File: src/rtl/shift_seq_ctrl_pkg.sv
// Shared definitions for the multi-cycle shift sequencer: datapath widths,
// shift-op encodings and FSM state encodings.
package shift_seq_ctrl_pkg;

  localparam int XLEN = 32;
  localparam int SHW  = 5;

  // 2'b10 is reserved and executes as SLL.
  typedef enum logic [1:0] {
    SH_SLL = 2'b00,
    SH_SRL = 2'b01,
    SH_SRA = 2'b11
  } shift_op_t;

  typedef enum logic [1:0] {
    IDLE  = 2'b00,
    SHIFT = 2'b01,
    DONE  = 2'b10
  } state_t;

endpackage

File: src/rtl/shift_seq_ctrl_if.sv
// Request/response bundle between execute-stage control (master) and the
// shift sequencer (slave).
interface shift_seq_ctrl_if;
  import shift_seq_ctrl_pkg::*;

  logic            start;
  logic [1:0]      op;
  logic [XLEN-1:0] operand;
  logic [SHW-1:0]  shamt;
  logic            kill;
  logic            busy;
  logic            done;
  logic [XLEN-1:0] result;

  modport master (
    output start, op, operand, shamt, kill,
    input  busy, done, result
  );

  modport slave (
    input  start, op, operand, shamt, kill,
    output busy, done, result
  );

endinterface

File: src/rtl/shift_seq_ctrl_shift_step.sv
// One-bit shift step: left, logical right or arithmetic right, selected by op.
// Reserved op encodings fall back to a left shift.
module shift_seq_ctrl_shift_step
  import shift_seq_ctrl_pkg::*;
(
  input  logic [1:0]      op,
  input  logic [XLEN-1:0] din,
  output logic [XLEN-1:0] dout
);

  // Select the single-bit step for the requested direction.
  always_comb begin
    dout = {din[XLEN-2:0], 1'b0};
    case (op)
      SH_SRL:  dout = {1'b0, din[XLEN-1:1]};
      SH_SRA:  dout = {din[XLEN-1], din[XLEN-1:1]};
      default: dout = {din[XLEN-2:0], 1'b0};
    endcase
  end

endmodule

File: src/rtl/shift_seq_ctrl.sv
// Multi-cycle shift sequencer: replaces a barrel shifter by iterating a
// single-bit step once per cycle, with a start/busy/done handshake so the
// pipeline can stall execute until the result is valid.
//
// state | meaning
// IDLE  | waiting for start
// SHIFT | one single-bit step per cycle, count tracks steps remaining
// DONE  | result valid for exactly this cycle; a new start may be accepted
module shift_seq_ctrl
  import shift_seq_ctrl_pkg::*;
(
  input logic              clk,
  input logic              rst,
  shift_seq_ctrl_if.slave  bus
);

  state_t          state, state_next;
  logic [XLEN-1:0] data;
  logic [XLEN-1:0] data_step;
  logic [SHW-1:0]  count;
  logic [1:0]      op_q;
  logic            load;
  logic            step;

  shift_seq_ctrl_shift_step u_shift_step (
    .op   (op_q),
    .din  (data),
    .dout (data_step)
  );

  // State register.
  always_ff @(posedge clk or posedge rst) begin
    if (rst) begin
      state <= IDLE;
    end else begin
      state <= state_next;
    end
  end

  // Next-state and datapath control; kill overrides everything, including a
  // simultaneous start, and freezes the data register.
  always_comb begin
    state_next = state;
    load       = 1'b0;
    step       = 1'b0;
    if (bus.kill) begin
      state_next = IDLE;
    end else begin
      case (state)
        IDLE, DONE: begin
          if (bus.start) begin
            load       = 1'b1;
            state_next = (bus.shamt == '0) ? DONE : SHIFT;
          end else begin
            state_next = IDLE;
          end
        end
        SHIFT: begin
          step = 1'b1;
          if (count == SHW'(1)) begin
            state_next = DONE;
          end
        end
        default: state_next = IDLE;
      endcase
    end
  end

  // Data, remaining-count and captured-op registers.
  always_ff @(posedge clk or posedge rst) begin
    if (rst) begin
      data  <= '0;
      count <= '0;
      op_q  <= SH_SLL;
    end else if (load) begin
      data  <= bus.operand;
      count <= bus.shamt;
      op_q  <= bus.op;
    end else if (step) begin
      data <= data_step;
      if (count != '0) begin
        count <= count - SHW'(1);
      end
    end
  end

  // Outputs decode straight from state; result shows partial values in SHIFT.
  assign bus.busy   = (state == SHIFT);
  assign bus.done   = (state == DONE);
  assign bus.result = data;

endmodule

File: src/flat_wrapper.sv
// flat-port wrapper written by rule: the top's interface ports become plain ports
module shift_seq_ctrl_flat import shift_seq_ctrl_pkg::*;
  (clk, rst, bus_start, bus_op, bus_operand, bus_shamt, bus_kill, bus_busy, bus_done, bus_result);
  shift_seq_ctrl_if bus_i ();
  input logic clk;
  input logic rst;
  input wire logic [$bits(bus_i.start)-1:0] bus_start;
  input wire logic [$bits(bus_i.op)-1:0] bus_op;
  input wire logic [$bits(bus_i.operand)-1:0] bus_operand;
  input wire logic [$bits(bus_i.shamt)-1:0] bus_shamt;
  input wire logic [$bits(bus_i.kill)-1:0] bus_kill;
  output wire logic [$bits(bus_i.busy)-1:0] bus_busy;
  output wire logic [$bits(bus_i.done)-1:0] bus_done;
  output wire logic [$bits(bus_i.result)-1:0] bus_result;
  assign bus_i.start = bus_start;
  assign bus_i.op = bus_op;
  assign bus_i.operand = bus_operand;
  assign bus_i.shamt = bus_shamt;
  assign bus_i.kill = bus_kill;
  assign bus_busy = bus_i.busy;
  assign bus_done = bus_i.done;
  assign bus_result = bus_i.result;
  shift_seq_ctrl u_core (.clk(clk), .rst(rst), .bus(bus_i));
endmodule
File: config.mk
export PLATFORM = sky130hd
export DESIGN_NAME = shift_seq_ctrl_flat
export DESIGN_NICKNAME = d
export VERILOG_FILES = /design/src/rtl/shift_seq_ctrl_pkg.sv /design/src/rtl/shift_seq_ctrl_if.sv /design/src/rtl/shift_seq_ctrl_shift_step.sv /design/src/rtl/shift_seq_ctrl.sv /design/src/flat_wrapper.sv
export SDC_FILE = /design/constraint.sdc
export NUM_CORES = 1
export LEC_CHECK = 0
export ABC_CLOCK_PERIOD_IN_PS = 1980
export CAP_MARGIN = 20
export CELL_PAD_IN_SITES_DETAIL_PLACEMENT = 0
export CELL_PAD_IN_SITES_GLOBAL_PLACEMENT = 1
export CORE_AREA = 2 2 76 78
export CTS_CLUSTER_SIZE = 20
export DETAILED_ROUTE_END_ITERATION = 10
export DIE_AREA = 0 0 78 80
export DONT_BUFFER_PORTS = 1
export PLACE_DENSITY = 0.79
export SLEW_MARGIN = 20
export SYNTH_ARGS = -nofsm -noshare
export SYNTH_HDL_FRONTEND = slang
export SYNTH_SLANG_ARGS = --single-unit
File: constraint.sdc
create_clock -name clk -period 1.98 [get_ports clk]
set_clock_uncertainty 0.15 [all_clocks]
set_input_delay 0.099 -clock clk [delete_from_list [all_inputs] [get_ports clk]]
set_output_delay 0.099 -clock clk [all_outputs]
set_load 0.02 [all_outputs]
==> results_dict.tcl, run 1 <==
set metrics [dict create \
    grt_pass1_wl_mm 9.03 \
    max_slew.worst_pin.slew_ps 557 \
    cts_buffers 5 \
    grt-ovfl-total 0 \
    die_y_um 80 \
    cp.required_ps 2020 \
    p_leak_nw 1.28 \
    wirelength_mm 5.49 \
    setup_viol 0 \
    antenna_left 0 \
    avgRoutedWirePerCell_um 14.5 \
    multi_input_area_mm2 0.00119 \
    worstPathArrival_ps 1940 \
    track_usage_pct 18.7 \
    power_density_mw_per_mm2 1370 \
    htreeDepth 2 \
    drcViolationCount 0 \
    fp-row-count 27 \
    finalHoldViolCount 0 \
    hp-class "primary input to flop" \
    crit_path_end_kind "flop" \
    syn2layout_area_growth_pct 27.0 \
    pre_cts_slack_ps 304 \
    maxCapViolations 0 \
    nets 352 \
    vias_per_cell 5.26 \
    syn-instance-count 270 \
    ys_ff_latch 41 \
    grt_pass1_vias 1931 \
    regArea_mm2 0.00103 \
    path_clk_slew_ps 80 \
    synth_area_leader_cell "dfrtp_1" \
    drive_above_1_share_pct 7.14 \
    synth_area_leaders "dfrtp_1 (44%), mux2i_1 (13%), a21oi_1 (7.5%)" \
    antenna_found_initial 0 \
    globalplace.congestion 0.862 \
    ys_warn_count 0 \
    n_antenna_cell 0 \
    totalPowerFinal_w 0.00407 \
    first_pass_iters 4 \
    clk_latency_ps 290 \
    syn_nets 315 \
    fill_cells 517 \
    cts_tree "yes" \
    avgSynthCellArea_um2 8.66 \
    post-cts-setup-buffers 0 \
    final_util_pct 54.9 \
    cts_sinks 41 \
    synth.top_cell.area_share_pct 43.9 \
    worst_slack_ps 75.0 \
    io_buffers 0 \
    tns_ps 0 \
    vias 1999 \
    status "finished, final reports clean" \
    period_needed_ps 1910 \
    vdd_drop_max_mv 0.568 \
    fmax_mhz 525 \
    period_share_pct 96.2 \
    die_width_um 78 \
    drv_slew 0 \
    rsz0062_at_grt "false" \
    crit_type "primary input to flop" \
    hpwl_mm 3.78 \
    drtIter0Drc 107 \
    critPathLaunchType "primary input" \
    syn-cell-area_mm2 0.00234 \
    synth_cell_types 28 \
    relSlewSlack_pct 62.8 \
    crit_fanout 2 \
    core_area_mm2 0.00541 \
    ioPinCount 77 \
    cts_buffer_depth 2 \
    seq_area_frac_synth_pct 43.9 \
    die_area_mm2 0.00624 \
    start_util_pct 43.2 \
    grt_max_degree 47 \
    root_buffer "clkbuf_8" \
]
[state kept, by name, indices dropped and copies added, names as in the netlist]
name / flops
u_core.count: 5
u_core.bus.result: 32
u_core.op_q: 2
u_core.state: 2
[area by class of cell]
cell class	instances	share of cell area, %
inverters	4	0.506
multi-input cells	206	40.2
clock inverters	2	1.26
flip-flops and latches	41	34.6
well taps	72	3.03
repair buffers	49	17.6
clock buffers	6	2.78
[Yosys cell counts]
cell type  instances
dfrtp_1           41
buf_2              9
buf_4              7
o22a_1             2
a2bb2oi_1          1
or4_1              1
o21ai_0            2
inv_1              4
ha_1               2
o31ai_1            2
clkbuf_1           2
nand2b_1           1
nor4_1             2
or3b_1             1
o21bai_4           1
a31oi_1            2
nor4b_1            2
clkbuf_4           1
a21oi_1           35
and2b_4            1
nor2b_1            3
nor3b_2            2
nor3b_1            1
o2111ai_1          1
mux2i_1           31
nand2_1           43
nor2_1            35
o21ai_1           35
[report_power, final]
part           total (W)  switching (W)  leakage (nW)  internal [W]
clock network   0.000709       0.000299        0.0574      0.000410
logic            0.00127       0.000641         0.696      0.000628
registers        0.00209       0.000891         0.525       0.00120
total            0.00407        0.00183          1.28       0.00224
[critical path, stage by stage]
cell and delay (ps):
dlygate4sd3_1 550, or4_1 500, dlygate4sd3_1 600, o21ai_2 120, nand2_1 70
[logic make-up (layout without fill, tap and decap cells)]
| logic type | Yosys count | count (layout) | share of synthesized area [%] |
|---|---|---|---|
| simple gates | 92 | 92 | 17.4 |
| mux | 31 | 31 | 13.3 |
| fa+ha+maj | 2 | 2 | 1.07 |
| buf+inv | 23 | 61 | 5.46 |
| flops | 41 | 41 | 43.9 |
| compound gates | 81 | 81 | 18.9 |
[worst paths after layout]
check | startpoint | endpoint | slack [ps] | cells after the start
max in group asynchronous | rst | u_core.bus.result[26] | 900 | 3
worst max register to register | u_core.count[0] | u_core.count[0] | 300 | 6
min in group asynchronous | rst | u_core.bus.result[22] | 160 | 2
worst max-delay path | bus_shamt[3] | u_core.state[0] | 70 | 5
worst min register to register | u_core.op_q[1] | u_core.op_q[1] | 330 | 2
worst min-delay path | bus_kill | u_core.state[1] | 7 | 2
[per-stage QoR]
stage | area [um2] | hold slack, ps | cells
2_1_floorplan | 2340 | 45.2 | 270
3_3_place_gp | 2420 | -71.9 | 330
3_5_place_dp | 2420 | -71.2 | 330
4_1_cts | 2970 | 20.0 | 380
5_1_grt | 2970 | 33.8 | 380
6_report | 2970 | 7.48 | 380
[per-layer routing]
metal	part of all wire (%)	track usage (%)	routed length, um	vias up
met5	0	0	0	-
met4	1.3	6.14	73	0
met3	5.1	4.64	280	9
met2	48	31.4	2620	47
met1	46	23.6	2520	934
li1	-	-	-	1009
[cell usage in the layout, fill, tap and decap left out, types with 3 or more instances in the layout]
cell type,n
a21oi_1,35
dlygate4sd3_1,42
clkbuf_8,6
dfrtp_1,40
nor2b_1,3
mux2i_1,31
buf_4,3
o21ai_1,34
inv_1,3
nor2_1,35
buf_12,4
nand2_1,43
[timing repair]
action	4_1_cts	5_1_grt
resized for setup	0	1
endpoints found under the hold margin	67	0
endpoints found under the setup margin	0	1
hold buffers	42	0
Power figures use the tool's default switching activity.
==> inputs of run 2 (changes only) <==
- CORE_AREA: 2 2 76 78 -> 4 4 78 80
- DIE_AREA: 0 0 78 80 -> 0 0 82 84
- GPL_TIMING_DRIVEN: unset -> 0
==> results_dict.tcl, run 2 (synthesized netlist as in run 1, its figures left out) <==
set metrics [dict create \
    grt-ovfl-total 0 \
    drive_above_1_share_pct 8.72 \
    power_density_mw_per_mm2 1330 \
    track_usage_pct 19.8 \
    vias_per_cell 5.34 \
    fp-row-count 27 \
    hpwl_mm 4.54 \
    status "finished, final reports clean" \
    period_needed_ps 1910 \
    die_area_mm2 0.00689 \
    root_buffer "clkbuf_8" \
    drv_slew 0 \
    grt_pass1_vias 2049 \
    cts_sinks 41 \
    setup.worst_path.start "bus_shamt[3]" \
    vias 2097 \
    regArea_mm2 0.00103 \
    critPathLaunchType "primary input" \
    largest_register_ffs 32 \
    combinationalPowerShare_pct 33.3 \
    period_share_pct 96.6 \
    avgRoutedWirePerCell_um 16.7 \
    antenna_left 0 \
    ioPinCount 77 \
    post_dp_cell_area_mm2 0.00245 \
    rrSetupSlack_ps 150 \
    antenna_found_initial 0 \
    reg2reg_to "u_core.count[2]" \
    crit_path_top_delay_cell "dlygate4sd3_1" \
    start_util_pct 43.2 \
    post-cts-setup-buffers 0 \
    rsz0062_at_grt "false" \
    fmax_mhz 523 \
    first_pass_iters 4 \
    nets 365 \
    p_switching_w 0.00185 \
    relSlewSlack_pct 65.0 \
    p_clk_share_pct 13.7 \
    cts_buffers 5 \
    die_width_um 82 \
    multi_input_area_mm2 0.00118 \
    cp.depth 5 \
    p_leak_nw 1.30 \
    critical-path-max-stage-delay_ps 590 \
    crit_fanout 2 \
    r2r-start "u_core.state[0]" \
    globalplace.congestion 0.856 \
    wirelength_mm 6.55 \
    drtIter0Drc 116 \
    rr_worst_depth 4 \
    setup_viol 0 \
    htreeDepth 2 \
    crit_type "primary input to flop" \
    cts_buffer_depth 2 \
    final_area_mm2 0.00295 \
    grt_pass1_wl_mm 10.6 \
    crit_end "u_core.state[0]" \
    core_area_mm2 0.00541 \
    vdd_drop_max_mv 0.604 \
    crit_top_cell "dlygate4sd3_1" \
    crit_chain "dlygate4sd3_1 > or4_1 > dlygate4sd3_1 > o21ai_1 > nand2_1" \
    fill_cells 497 \
    max_slew.worst_pin.slew_ps 525 \
    hp-class "primary input to flop" \
    io_buffers 0 \
    n_antenna_cell 0 \
    maxCapViolations 0 \
    post_cts_resized 0 \
    p_sw_share_pct 47.1 \
    crit_path_end_kind "flop" \
    critical-path-top-delay-family "buffers and inverters" \
    cp_num_buf_inv 2 \
    worstPathArrival_ps 1940 \
    finalHoldViolCount 0 \
    hold_ws_ps 19.8 \
    p_int_w 0.00208 \
    sequentialPowerShare_pct 52.9 \
    final_cell_mix "nand2_1 (43), dlygate4sd3_1 (42), dfrtp_1 (41)" \
    die_y_um 84 \
    final_common_cell "nand2_1" \
    grt_max_degree 27 \
    tns_ps 0 \
    cp.required_ps 2010 \
    drcViolationCount 0 \
    path_clk_slew_ps 70 \
    syn2layout_area_growth_pct 26.1 \
    cts_tree "yes" \
    clk_latency_ps 290 \
]
[run 2: changes by cell type in the layout (fill, tap and decap cells not counted), sizes merged]
cell	change
buf	+10
clkbuf	+5
bufinv	-1
clkinvlp	-1
[run 2: what timing repair did]
| action | in CTS | in global routing |
|---|---|---|
| endpoints found under the setup margin | 0 | 0 |
| hold endpoints to repair | 82 | 0 |
| hold buffers | 42 | 0 |
[run 2: how the worst min path moves through the flow]
stage	start	endpoint	slack, ps	depth (start not counted)
detailed placement	rst	u_core.bus.result[26]	-160	1
finish	bus_kill	u_core.state[1]	20	3
floorplan	bus_shamt[1]	u_core.state[1]	50	1
global placement	bus_shamt[1]	u_core.state[1]	50	1
CTS	bus_kill	u_core.state[1]	10	3
global route	bus_kill	u_core.state[1]	50	3
[run 2: per-layer routing]
layer | share of wire [%] | GRT usage [%] | vias to the layer above
li1 | - | - | 1034
met3 | 5.9 | 5.72 | 6
met2 | 50 | 32.8 | 60
met1 | 43 | 25.2 | 997
met5 | 0 | 0 | -
met4 | 0.95 | 4.38 | 0
[run 2: cell type report]
cell class,count,share of cell area [%]
Multi-Input combinational cell,206,40.2
Inverter,4,0.509
Sequential cell,41,34.8
Clock buffer,8,2.72
Tap cell,72,3.06
Buffer,19,3.82
Timing Repair Buffer,43,14.9
[run 2: metrics by stage]
step / worst slack (ps) / total power, W / util (%) / instances
floorplan: 438 / 0.00298 / - / 270
global placement: 212 / 0.00330 / 44.9 / 342
detailed placement: 176 / 0.00334 / 45.3 / 343
CTS: 108 / 0.00395 / 54.5 / 393
global route: 14.6 / 0.00424 / 54.5 / 393
finish: 67.1 / 0.00392 / 54.5 / 393
[run 2: power by group through the flow]
stage                     Combinational [W]  Sequential (W)  Clock, W
after floorplan                     0.00105         0.00193         0
after global placement              0.00120         0.00210         0
after detailed placement            0.00123         0.00211         0
after CTS                           0.00131         0.00209  0.000553
after global routing                0.00150         0.00215  0.000584
final                               0.00131         0.00208  0.000538
[run 2: worst min-delay path, delay by kind of cell]
family          cells  cell delay (ps)
buf+inv             1              160
compound gates      1               90
simple gates        1               70
==> inputs of run 3 (changes only) <==
- CELL_PAD_IN_SITES_DETAIL_PLACEMENT: 0 -> 1
==> results_dict.tcl, run 3 (synthesized netlist as in run 1, its figures left out) <==
set metrics [dict create \
    setup_viol 0 \
    use_met2_pct 37.9 \
    met3_usage_pct 5.40 \
    hpwl_mm 4.98 \
    status "finished, final reports clean" \
    n_antenna_cell 0 \
    crit_fanout 2 \
    syn2layout_area_growth_pct 27.1 \
    p_leak_nw 1.31 \
    crit_type "primary input to flop" \
    vias 2177 \
    crit_path_end_kind "flop" \
    vdd_drop_max_mv 0.627 \
    grt_pass1_vias 2363 \
    worst_slack_ps 106 \
    multi_input_area_mm2 0.00118 \
    hp-class "primary input to flop" \
    drcViolationCount 0 \
    top_usage_layer "met2" \
    post_cts_resized 0 \
    post_dp_cell_area_mm2 0.00245 \
    wirelength_mm 7.17 \
    fmax_mhz 534 \
    maxCapViolations 0 \
    track_usage_pct 21.8 \
    vias_per_cell 5.55 \
    cts_tree "yes" \
    grt_max_degree 27 \
    fill_cells 639 \
    post-cts-setup-buffers 0 \
    final_area_mm2 0.00297 \
    max_slew.worst_pin.slew_ps 495 \
    pre_cts_slack_ps 182 \
    grt-ovfl-total 0 \
    hold_ws_ps 29.4 \
    drv_slew 0 \
    first_pass_iters 4 \
    final_common_cell "nand2_1" \
    finalHoldViolCount 0 \
    period_needed_ps 1870 \
    use_met1_pct 26.5 \
    io_buffers 0 \
    core_area_mm2 0.00541 \
    hold_buffers 42 \
    fp-row-count 27 \
    die_width_um 82 \
    worstPathArrival_ps 1910 \
    ioPinCount 77 \
    cts_sinks 41 \
    cts_buffers 5 \
    nets 365 \
    largest_register_ffs 32 \
    start_util_pct 43.2 \
    globalplace.congestion 0.856 \
    critPathLaunchType "primary input" \
    htreeDepth 2 \
    period_share_pct 94.7 \
    clk_latency_ps 290 \
    final_cell_mix "nand2_1 (43), dlygate4sd3_1 (42), dfrtp_1 (41)" \
    rsz0062_at_grt "false" \
    power_density_mw_per_mm2 1380 \
    cts_buffer_depth 2 \
    drtIter0Drc 45 \
    die_y_um 84 \
    regArea_mm2 0.00103 \
    relSlewSlack_pct 67.0 \
    die_area_mm2 0.00689 \
    avgRoutedWirePerCell_um 18.3 \
    tns_ps 0 \
    grt_pass1_wl_mm 11.8 \
    cp.required_ps 2010 \
    drive_above_1_share_pct 9.38 \
    path_clk_slew_ps 80 \
    antenna_left 0 \
    antenna_found_initial 0 \
    root_buffer "clkbuf_8" \
]
[run 3: cell count changes in the layout (fill, tap and decap cells not counted)]
cell       delta
bufinv_16     +1
clkbuf_1      -3
clkinv_2      +1
[run 3: worst paths after layout]
check / end / slack (ps) / start / cells after the start
worst max register to register: u_core.bus.result[28] / 180 / u_core.state[0] / 4
max in group asynchronous: u_core.count[1] / 1130 / rst / 3
worst max-delay path: u_core.state[0] / 110 / bus_shamt[3] / 5
worst min register to register: u_core.op_q[1] / 330 / u_core.op_q[1] / 2
min in group asynchronous: u_core.bus.result[26] / 80 / rst / 2
worst min-delay path: u_core.state[1] / 30 / bus_kill / 3
[run 3: routing by layer]
metal	up-vias	wire, um	share of wire, %
li1	1031	-	-
met1	1096	2970	41
met2	43	3800	53
met3	7	327	4.6
met4	0	77	1.1
met5	-	0	0
[run 3: stage by stage]
step | util [%] | cells | total power (W)
6_report | 55.0 | 392 | 0.00411
4_1_cts | 55.0 | 392 | 0.00413
3_3_place_gp | 44.9 | 342 | 0.00330
5_1_grt | 55.0 | 392 | 0.00442
3_5_place_dp | 45.3 | 343 | 0.00339
2_1_floorplan | - | 270 | 0.00298
[run 3: area by class of cell]
class / count / share of cell area, %
plain buffers: 19 / 3.79
clock buffers: 5 / 2.32
clock inverters: 2 / 1.18
inverters: 4 / 0.505
multi-input cells: 206 / 39.8
flip-flops and latches: 41 / 34.5
well taps: 72 / 3.03
repair buffers: 43 / 14.8
[run 3: report_power, final]
| part | switching, W | leakage (nW) | internal, W |
|---|---|---|---|
| combinational | 0.000727 | 0.730 | 0.000625 |
| clock | 0.000295 | 0.0540 | 0.000367 |
| sequential | 0.000893 | 0.527 | 0.00120 |
| total | 0.00191 | 1.31 | 0.00219 |
[run 3: critical path: stages]
cell and delay, ps:
dlygate4sd3_1 550, or4_1 490, dlygate4sd3_1 590, o21ai_1 120, nand2_1 60
